==> src/rtl/udp_rx_pkg.sv <==
// Shared types and constants for the IPv4/UDP receive parser.
package udp_rx_pkg;

    typedef enum logic [2:0] {
        S_IDLE,
        S_IP_HDR,
        S_UDP_HDR,
        S_PAYLOAD,
        S_DRAIN
    } state_t;

    localparam logic [2:0] ERR_NONE  = 3'd0;
    localparam logic [2:0] ERR_VER   = 3'd1;
    localparam logic [2:0] ERR_CSUM  = 3'd2;
    localparam logic [2:0] ERR_PROTO = 3'd3;
    localparam logic [2:0] ERR_LEN   = 3'd4;

    localparam logic [15:0] IP_HDR_LEN  = 16'd20;
    localparam logic [15:0] UDP_HDR_LEN = 16'd8;
    localparam logic [7:0]  PROTO_UDP   = 8'h11;

    // Bytes to pull for a packet: never less than a full IP header.
    function automatic logic [15:0] pkt_limit(input logic [15:0] total_len);
        return (total_len > IP_HDR_LEN) ? total_len : IP_HDR_LEN;
    endfunction

endpackage

==> src/rtl/ip_csum16.sv <==
// One's-complement halfword accumulator for the IPv4 header checksum.
module ip_csum16 (
    input  logic        clk,
    input  logic        rst,
    input  logic        clear,
    input  logic        acc_en,
    input  logic [15:0] data,
    output logic        csum_ok
);

    logic [15:0] sum;
    logic [16:0] raw;
    logic [15:0] sum_nxt;

    // csum_ok looks at the sum including the halfword presented this cycle.
    always_comb begin
        raw     = {1'b0, sum} + {1'b0, data};
        sum_nxt = raw[15:0] + {15'd0, raw[16]};
        csum_ok = (sum_nxt == 16'hFFFF);
    end

    always_ff @(posedge clk or posedge rst) begin
        if (rst) begin
            sum <= '0;
        end else if (clear) begin
            sum <= '0;
        end else if (acc_en) begin
            sum <= sum_nxt;
        end
    end

endmodule

==> src/rtl/udp_rx_parser.sv <==
// Pops IPv4/UDP datagrams from a byte FIFO, validates headers, publishes
// fields and streams the payload; bad packets are drained and counted.
module udp_rx_parser
    import udp_rx_pkg::*;
(
    input  logic        clk,
    input  logic        rst,
    input  logic [7:0]  fifo_dout,
    input  logic        fifo_empty,
    output logic        fifo_rd_en,
    output logic [31:0] src_ip,
    output logic [31:0] dst_ip,
    output logic [15:0] src_port,
    output logic [15:0] dst_port,
    output logic [15:0] udp_len,
    output logic        hdr_valid,
    output logic [7:0]  out_data,
    output logic        out_valid,
    output logic        out_last,
    output logic        pkt_err,
    output logic [2:0]  err_code,
    output logic [15:0] pkt_cnt,
    output logic [15:0] err_cnt
);

    state_t      state, state_nxt;
    logic [15:0] issued, rx_idx, total_len, cur_limit;
    logic        len_known, rd_pend;
    logic [7:0]  ver_ihl, proto, prev_byte;
    logic [31:0] src_sh, dst_sh;
    logic [15:0] sport_sh, dport_sh, ulen_sh, ulen_now;
    logic        last_arrival, fresh, fresh_rd, csum_ok, beat;
    logic        hdr_nxt, err_nxt;
    logic [2:0]  code_nxt;

    ip_csum16 u_csum (
        .clk     (clk),
        .rst     (rst),
        .clear   (fresh_rd),
        .acc_en  (rd_pend && (state == S_IP_HDR) && rx_idx[0]),
        .data    ({prev_byte, fifo_dout}),
        .csum_ok (csum_ok)
    );

    // Until total_len is known only bytes 0-3 may be requested; a packet ends
    // when its last byte lands, and the next packet may be requested then.
    always_comb begin
        cur_limit    = len_known ? pkt_limit(total_len) : 16'd4;
        last_arrival = rd_pend && len_known && (rx_idx == cur_limit - 16'd1);
        fresh        = (state == S_IDLE) || last_arrival;
        fifo_rd_en   = !fifo_empty && (fresh || (issued < cur_limit));
        fresh_rd     = fresh && fifo_rd_en;
        ulen_now     = {prev_byte, fifo_dout};
        beat         = rd_pend && (state == S_PAYLOAD);
    end

    always_comb begin
        state_nxt = state;
        hdr_nxt   = 1'b0;
        err_nxt   = 1'b0;
        code_nxt  = ERR_NONE;
        case (state)
            S_IDLE: ;
            S_IP_HDR: begin
                if (rd_pend && (rx_idx == IP_HDR_LEN - 16'd1)) begin
                    if (ver_ihl != 8'h45)                        code_nxt = ERR_VER;
                    else if (!csum_ok)                           code_nxt = ERR_CSUM;
                    else if (proto != PROTO_UDP)                 code_nxt = ERR_PROTO;
                    else if (total_len < IP_HDR_LEN + UDP_HDR_LEN) code_nxt = ERR_LEN;
                    if (code_nxt != ERR_NONE) begin
                        err_nxt   = 1'b1;
                        state_nxt = last_arrival ? S_IDLE : S_DRAIN;
                    end else begin
                        state_nxt = S_UDP_HDR;
                    end
                end
            end
            S_UDP_HDR: begin
                if (rd_pend && (rx_idx == 16'd25) && (ulen_now != total_len - IP_HDR_LEN)) begin
                    err_nxt   = 1'b1;
                    code_nxt  = ERR_LEN;
                    state_nxt = S_DRAIN;
                end
                if (rd_pend && (rx_idx == 16'd27)) begin
                    hdr_nxt   = 1'b1;
                    state_nxt = (ulen_sh > UDP_HDR_LEN) ? S_PAYLOAD : S_IDLE;
                end
            end
            S_PAYLOAD: if (last_arrival) state_nxt = S_IDLE;
            S_DRAIN:   if (last_arrival) state_nxt = S_IDLE;
            default:   state_nxt = S_IDLE;
        endcase
        if (fresh_rd) state_nxt = S_IP_HDR;
    end

    always_ff @(posedge clk or posedge rst) begin
        if (rst) begin
            state     <= S_IDLE;
            rd_pend   <= 1'b0;
            issued    <= '0;
            rx_idx    <= '0;
            len_known <= 1'b0;
        end else begin
            state   <= state_nxt;
            rd_pend <= fifo_rd_en;
            if (fresh_rd) begin
                issued    <= 16'd1;
                rx_idx    <= '0;
                len_known <= 1'b0;
            end else begin
                if (fifo_rd_en) issued <= issued + 16'd1;
                if (rd_pend)    rx_idx <= rx_idx + 16'd1;
                if (rd_pend && (state == S_IP_HDR) && (rx_idx == 16'd3)) len_known <= 1'b1;
            end
        end
    end

    always_ff @(posedge clk or posedge rst) begin
        if (rst) begin
            prev_byte <= '0;
            ver_ihl   <= '0;
            proto     <= '0;
            total_len <= '0;
            src_sh    <= '0;
            dst_sh    <= '0;
            sport_sh  <= '0;
            dport_sh  <= '0;
            ulen_sh   <= '0;
        end else if (rd_pend) begin
            prev_byte <= fifo_dout;
            if (state == S_IP_HDR) begin
                case (rx_idx)
                    16'd0:  ver_ihl          <= fifo_dout;
                    16'd2:  total_len[15:8]  <= fifo_dout;
                    16'd3:  total_len[7:0]   <= fifo_dout;
                    16'd9:  proto            <= fifo_dout;
                    16'd12, 16'd13, 16'd14, 16'd15: src_sh <= {src_sh[23:0], fifo_dout};
                    16'd16, 16'd17, 16'd18, 16'd19: dst_sh <= {dst_sh[23:0], fifo_dout};
                    default: ;
                endcase
            end else if (state == S_UDP_HDR) begin
                case (rx_idx)
                    16'd20, 16'd21: sport_sh <= {sport_sh[7:0], fifo_dout};
                    16'd22, 16'd23: dport_sh <= {dport_sh[7:0], fifo_dout};
                    16'd24, 16'd25: ulen_sh  <= {ulen_sh[7:0], fifo_dout};
                    default: ;
                endcase
            end
        end
    end

    always_ff @(posedge clk or posedge rst) begin
        if (rst) begin
            hdr_valid <= 1'b0;
            pkt_err   <= 1'b0;
            err_code  <= '0;
            pkt_cnt   <= '0;
            err_cnt   <= '0;
            src_ip    <= '0;
            dst_ip    <= '0;
            src_port  <= '0;
            dst_port  <= '0;
            udp_len   <= '0;
            out_data  <= '0;
            out_valid <= 1'b0;
            out_last  <= 1'b0;
        end else begin
            hdr_valid <= hdr_nxt;
            pkt_err   <= err_nxt;
            out_valid <= beat;
            out_last  <= beat && last_arrival;
            if (beat) out_data <= fifo_dout;
            if (err_nxt) begin
                err_code <= code_nxt;
                err_cnt  <= err_cnt + 16'd1;
            end
            if (hdr_nxt) begin
                src_ip   <= src_sh;
                dst_ip   <= dst_sh;
                src_port <= sport_sh;
                dst_port <= dport_sh;
                udp_len  <= ulen_sh;
                pkt_cnt  <= pkt_cnt + 16'd1;
            end
        end
    end

endmodule

==> config.mk <==
export PLATFORM = sky130hd
export DESIGN_NAME = udp_rx_parser
export DESIGN_NICKNAME = d
export VERILOG_FILES = /design/src/rtl/udp_rx_pkg.sv /design/src/rtl/ip_csum16.sv /design/src/rtl/udp_rx_parser.sv
export SDC_FILE = /design/constraint.sdc
export NUM_CORES = 1
export LEC_CHECK = 0
export ABC_AREA = 1
export BUFFER_PORTS_ARGS = -buffer_cell sky130_fd_sc_hd__buf_2
export CAP_MARGIN = 20
export CELL_PAD_IN_SITES_DETAIL_PLACEMENT = 1
export CELL_PAD_IN_SITES_GLOBAL_PLACEMENT = 2
export CORE_AREA = 2 2 243 245
export DETAILED_ROUTE_END_ITERATION = 8
export DIE_AREA = 0 0 245 247
export MAX_ROUTING_LAYER = met4
export PLACE_DENSITY = 0.76
export REMOVE_ABC_BUFFERS = 1
export SYNTH_ARGS = -nofsm -noshare
export SYNTH_HDL_FRONTEND = slang
export SYNTH_HIERARCHICAL = 1
export SYNTH_SLANG_ARGS = --single-unit
export TNS_END_PERCENT = 5
==> constraint.sdc <==
create_clock -name clk -period 12.2 [get_ports clk]
set_input_delay 2.44 -clock clk [delete_from_list [all_inputs] [get_ports clk]]
set_output_delay 2.44 -clock clk [all_outputs]
set_load 0.02 [all_outputs]
# Word level (Yosys, flattened, before mapping)

Index checks and enable logic that the tools add are counted.

Add/subtract/negate cells: 8
Magnitude comparators: 4
Eq/ne operators: 31
Muxes and demuxes: 34
Bitwise operators: 1
Reductions and logical operators: 39

Operators with widths:

| operator                                                        | number |
|---|---|
| equality test 16 x 5 -> 1 bit (second input constant)           | 11 |
| two-way mux 16 bit                                              | 8 |
| equality test 16 x 4 -> 1 bit (second input constant)           | 5 |
| adder 16 x 1 -> 16 bit (second input constant)                  | 4 |
| two-way mux 3 bit                                               | 15 |
| equality test 16 x 2 -> 1 bit (second input constant)           | 2 |
| AND reduction 3 bit                                             | 6 |
| adder 16 x 16 -> 17 bit                                         | 1 |
| adder 16 x 1 -> 16 bit                                          | 1 |
| equality test 16 bit                                            | 1 |
| equality test 16 bit (second input constant)                    | 1 |
| greater-than comparator 16 x 4 -> 1 bit (second input constant) | 1 |
| greater-than comparator 16 x 5 -> 1 bit (second input constant) | 1 |
| logical NOT 16 bit                                              | 1 |
| < comparator 16 bit                                             | 1 |
| < comparator 16 x 5 -> 1 bit (second input constant)            | 1 |
| inequality test 16 bit                                          | 1 |
| AND reduction 4 bit                                             | 4 |
| subtractor 16 x 1 -> 16 bit (second input constant)             | 1 |
| subtractor 16 x 5 -> 16 bit (second input constant)             | 1 |
| logical AND 1 bit                                               | 13 |
| one-hot mux 3 bit (4 select lines)                              | 1 |
| inequality test 8 x 5 -> 1 bit (second input constant)          | 1 |
| inequality test 8 x 7 -> 1 bit (second input constant)          | 1 |
| 19 further kinds                                                | 34 |

Register bits after elaboration: 364
Output and inout port bits: 160
Logic and storage cells: 146

# Longest topological paths before layout

Depth in word-level cells: 12
Depth in mapped cells: 36
Mapped depth without buffers: 36

# Cells and area by module

Netlist, hierarchy kept.

Modules (own cells, without submodules):

| module        | instances | cells each | area each (µm²) |
|---|---|---|---|
| udp_rx_parser | 1         | 1910       | 16120.5 |
| ip_csum16     | 1         | 370        | 2235.9 |

# Worst setup path after synthesis

No wires, ideal clock.

Path kind: input-to-reg
From: input fifo_dout[0]
To: register err_cnt[9]
Setup time: 0.130 ns
Arrival: 6.100 ns
Data required time: 12.070 ns
Path slack: 5.969 ns
Stages: 35
Buffers on the path: 1
Path through: ha_1 inv_1 fa_1 inv_1 nand2_2 nand2_2 nand3_2 nand2_1 nand3b_1 nand2_1 a21oi_1 o21bai_1 ha_1 ha_1 inv_1 nor2_2 nand3_1 nor2_1 nand3_1 nor2_1 nand2_1 nand2_1 inv_1 nand2_1 nor2_1 nand2_1 nor2_1 nand2_1 nor2_1 a21oi_1 nand4_1 nand2_1 buf_2 nand3_1 xnor2_1

Cells in the longest elaborated chain, start to end: 11

Ends and longest elaborated chain:

| what                               | line                 | text |
|---|---|---|
| start: declaration                 | udp_rx_parser.sv:8   | `input logic [7:0] fifo_dout,` |
| adder 16 x 16 -> 17 bit            | ip_csum16.sv:17      | `raw = {1'b0, sum} + {1'b0, data};` |
| adder 16 x 1 -> 16 bit             | ip_csum16.sv:18      | `sum_nxt = raw[15:0] + {15'd0, raw[16]};` |
| equality test 16 bit               | ip_csum16.sv:19      | `csum_ok = (sum_nxt == 16'hFFFF);` |
| named net csum_ok                  | udp_rx_parser.sv:32  | `logic last_arrival, fresh, fresh_rd, csum_ok, beat;` |
| two-way mux 3 bit                  | udp_rx_parser.sv:67  | `else if (!csum_ok) code_nxt = ERR_CSUM;` |
| two-way mux 3 bit                  | udp_rx_parser.sv:66  | `if (ver_ihl != 8'h45) code_nxt = ERR_VER;` |
| two-way mux 3 bit                  | udp_rx_parser.sv:65  | `if (rd_pend && (rx_idx == IP_HDR_LEN - 16'd1)) begin` |
| two-way mux 3 bit                  | udp_rx_parser.sv:62  | `case (state)` |
| nonzero test 3 bit                 | udp_rx_parser.sv:70  | `if (code_nxt != ERR_NONE) begin` |
| two-way mux 1 bit                  | udp_rx_parser.sv:70  |  |
| two-way mux 1 bit                  | udp_rx_parser.sv:65  |  |
| one-hot mux 1 bit (2 select lines) | udp_rx_parser.sv:62  |  |
| named net err_nxt                  | udp_rx_parser.sv:33  | `logic hdr_nxt, err_nxt;` |
| end signal: assignment             | udp_rx_parser.sv:175 | `err_cnt <= err_cnt + 16'd1;` |
| end: declaration                   | udp_rx_parser.sv:23  | `output logic [15:0] err_cnt` |

The timed path passes the listed nets, and every way through them passes these cells. The select of a mux whose other input is x is not followed.
A chain may end at the register's enable or synchronous reset.

# Final worst setup path

From: input fifo_dout[0]
To: register err_cnt[11]

Cells in the longest elaborated chain, start to end: 11

Ends and longest elaborated chain:

| what                               | line |
|---|---|
| adder 16 x 16 -> 17 bit            | ip_csum16.sv:17 |
| adder 16 x 1 -> 16 bit             | ip_csum16.sv:18 |
| equality test 16 bit               | ip_csum16.sv:19 |
| named net csum_ok                  | udp_rx_parser.sv:32 |
| two-way mux 3 bit                  | udp_rx_parser.sv:67 |
| two-way mux 3 bit                  | udp_rx_parser.sv:66 |
| two-way mux 3 bit                  | udp_rx_parser.sv:65 |
| two-way mux 3 bit                  | udp_rx_parser.sv:62 |
| nonzero test 3 bit                 | udp_rx_parser.sv:70 |
| two-way mux 1 bit                  | udp_rx_parser.sv:70 |
| two-way mux 1 bit                  | udp_rx_parser.sv:65 |
| one-hot mux 1 bit (2 select lines) | udp_rx_parser.sv:62 |

The timed path passes the listed nets, and every way through them passes these cells. The select of a mux whose other input is x is not followed.

==> results.toml <==
[run_status]
status = "finished clean"

[global_routing]
grt.total_usage = 0.192
antenna_found_initial = 3
grt_pass1_vias = 15900
globalRouteOverflowTotal = 0
grt_max_degree = 116
grt_first_pass_wirelength_um = 89100

[sta]
rsz0062_at_grt = "no"
setup_viol = 0
period_share = 0.550
whs_ns = 0.466
maxSlewViolCount = 0
tightest_slew_ns = 1.06
fmax_mhz = 149
relSlewSlack = 0.292
hold_viol_final = 0
fin_skew_ns = 0.0230
fin_crit_ns = 6.71
setup-tns-final_ns = 0

[yosys]
synth_common_cells = "nand2_1, dfrtp_1, inv_1, o21ai_0, nor2_1"
synth.top_cell.area_share = 0.496
synth_edf_count = 0
async_flop_share = 1.00
synth.cell_area_um2 = 18400
ys_ff_latch = 364
syn-instance-count = 2280
yosysMostFrequentCell = "nand2_1"
synth.area.top_cells = "dfrtp_1, nand2_1, inv_1"
ys_seq_area_frac = 0.496
ys_warn_count = 6
yosysUniqueCellTypes = 49
syn_area_per_cell_um2 = 8.05
synthFlopType = "dfrtp_1"
synth_area_leader_cell = "dfrtp_1"

[detailed_routing]
ant_nets = 0
drt_first_pass_iters = 5
drcViolationCount = 0
vias = 15300
wl_per_cell_um = 17.2
routed_via_density = 4.74
drt_wl_total_um = 55700
drt_iter0_drc = 735

[hold_path]
whs_endpoint = "ulen_sh[8]"
hold_path.class = "flip-flop to flip-flop"
hold_start = "ulen_sh[0]"
whs_path_depth = 2

[floorplanning]
boundaryPins = 171
row_count = 89
die_area_um2 = 60500
core_area_um2 = 58200
start_util = 0.315
die_w_um = 245
fp.dieH_um = 247

[pwr]
p_leak_nw = 11.5
internal_power_w = 0.00239
ir_drop_v = 0.0000819
p_seq_frac = 0.391
pwr-share-comb = 0.295
power_density_nw_per_um2 = 180
switching_share = 0.377
switchingPower_w = 0.00145
clock_power_share = 0.314

[setup_path]
crit_slowest_cell = "nand2_1"
r2r_cells = 34
required_ns = 12.63
path_max_fanout = 11
cp.arrival_ns = 7.15
worstReg2RegEnd = "err_cnt[11]"
crit_path_end_kind = "flip-flop"
rr_startpoint = "u_csum/sum[0]"
cpMostUsedCell = "nand2_1"
path_class = "input pin to flip-flop"
slowest_delay_ns = 0.43
worst-r2r-setup-slack_ns = 7.18
critPathLaunchType = "input pin"

[cts]
h-tree-depth = 2
hold_buffers = 0
insertion_delay_ns = 0.56
cts_max_path_buffers = 3
cts.repair.resized = 0
cts_tree = "done"
cts_buffers = 41
clkTransAtPathRegs_ns = 0.06
cts_root_buffer = "clkbuf_16"
cts_num_sinks = 364
cts_setup_buffers = 0

[cells_and_area]
syn_to_final_growth_pct = 16.2
num-fill-cells = 7037
finalNonFillerCells = 3240
nNetsFinal = 2496
antenna_cells = 0
drive_above_1_share = 0.134

[placement]
hpwlAfterDp_um = 40800
gp_congestion = 0.871
port_buffers = 170
placedCellCount = 3169

[run]
cap_violations = 0
[through the flow]
step | total power [W] | util | cell area (um^2) | worst slack [ns]
2_1_floorplan | 0.00229 | - | 18100 | 0.110
3_3_place_gp | 0.00262 | 0.344 | 20000 | 5.13
3_5_place_dp | 0.00266 | 0.344 | 20000 | 4.88
4_1_cts | 0.00389 | 0.366 | 21300 | 5.48
5_1_grt | 0.00411 | 0.366 | 21300 | 4.76
6_report | 0.00384 | 0.366 | 21300 | 5.49
[cell usage in the layout (no fill, tap or decap), types with 2 or more instances in the layout]
| cell | instances |
|---|---|
| buf_2 | 170 |
| clkbuf_16 | 42 |
| nand3_4 | 4 |
| o21ai_1 | 6 |
| clkinv_2 | 8 |
| dfrtp_1 | 364 |
| inv_2 | 9 |
| nor3_1 | 28 |
| nor2_2 | 19 |
| o31ai_1 | 3 |
| nand2_1 | 663 |
| clkinv_1 | 4 |
| nor3b_1 | 2 |
| or2_2 | 6 |
| clkbuf_1 | 9 |
| nand2_2 | 18 |
| a21oi_2 | 2 |
| nand4_1 | 39 |
| a211oi_1 | 2 |
| xnor2_1 | 12 |
| inv_1 | 300 |
| nand3_1 | 114 |
| nand2_4 | 8 |
| nor2_1 | 165 |
| nor2_8 | 2 |
| nor4_1 | 19 |
| nand3b_1 | 4 |
| a211o_1 | 2 |
| clkbuf_8 | 9 |
| o32ai_1 | 2 |
| nand3_2 | 7 |
| o21bai_1 | 3 |
| nor2_4 | 6 |
| buf_4 | 10 |
| a21oi_1 | 57 |
| mux2i_1 | 16 |
| o21ai_0 | 204 |
| xor2_1 | 67 |
| ha_1 | 44 |
[routing by layer]
layer  GRT usage  share of wire  routed length (um)  vias to the layer above
met5           -              0                   0                        -
met4      0.0531          0.024                1360                        0
met3      0.0269          0.034                1910                       83
met2       0.303           0.46               25400                      236
met1       0.259           0.48               27000                     7502
li1            -              -                   -                     7522
[state kept, by name, summed over array words and instances, names as in the netlist, 8 cells and up]
signal	cells
prev_byte	8
udp_len	16
err_cnt	16
src_port	16
out_data	8
total_len	16
pkt_cnt	16
ulen_sh	16
src_ip	32
issued	16
dst_ip	32
dst_sh	32
u_csum/sum	16
dst_port	16
dport_sh	16
sport_sh	16
rx_idx	16
ver_ihl	8
src_sh	32
proto	8
[how the worst max path moves through the flow]
stage	start	endpoint	slack [ns]
2_1_floorplan	rst	dport_sh[0]	0.11
3_3_place_gp	fifo_dout[0]	err_cnt[11]	5.13
3_5_place_dp	fifo_dout[0]	err_cnt[11]	4.88
4_1_cts	total_len[2]	fifo_rd_en	5.48
5_1_grt	fifo_dout[0]	err_cnt[11]	4.76
6_report	fifo_dout[0]	err_cnt[11]	5.49
[area by class of cell]
cell class	count	area (um^2)	area share
Clock inverter	10	86.3	0.00405
Tap cell	773	967	0.0453
Multi-Input combinational cell	1537	7820	0.366
Sequential cell	364	9110	0.427
Inverter	315	1190	0.0559
Clock buffer	60	1210	0.0567
Timing Repair Buffer	181	953	0.0447
[power by group through the flow]
stage	registers, W	logic (W)	clock network (W)
5_1_grt	0.00152	0.00130	0.00129
6_report	0.00150	0.00113	0.00120
3_5_place_dp	0.00152	0.00114	0
3_3_place_gp	0.00151	0.00110	0
4_1_cts	0.00150	0.00114	0.00125
2_1_floorplan	0.00146	0.000827	0
[cell families (layout without fill, tap and decap cells)]
| group | Yosys count | after routing | share of synthesized area |
|---|---|---|---|
| compound gates | 286 | 286 | 0.0815 |
| xor+xnor | 80 | 80 | 0.0386 |
| fa+ha+maj | 45 | 45 | 0.0311 |
| buf+inv | 379 | 566 | 0.0794 |
| flops | 364 | 364 | 0.496 |
| mux | 16 | 16 | 0.00872 |
| simple gates | 1110 | 1110 | 0.264 |
[critical path: cells and delay by family]
family | cells | cell delay, ns
AO/OA/AOI/OAI | 3 | 0.40
XOR/XNOR | 1 | 0.17
adder cells (fa/ha/maj) | 4 | 0.99
buffers and inverters | 5 | 0.48
AND/OR/NAND/NOR | 22 | 2.66
No activity file was read; power rests on OpenSTA's default activity.
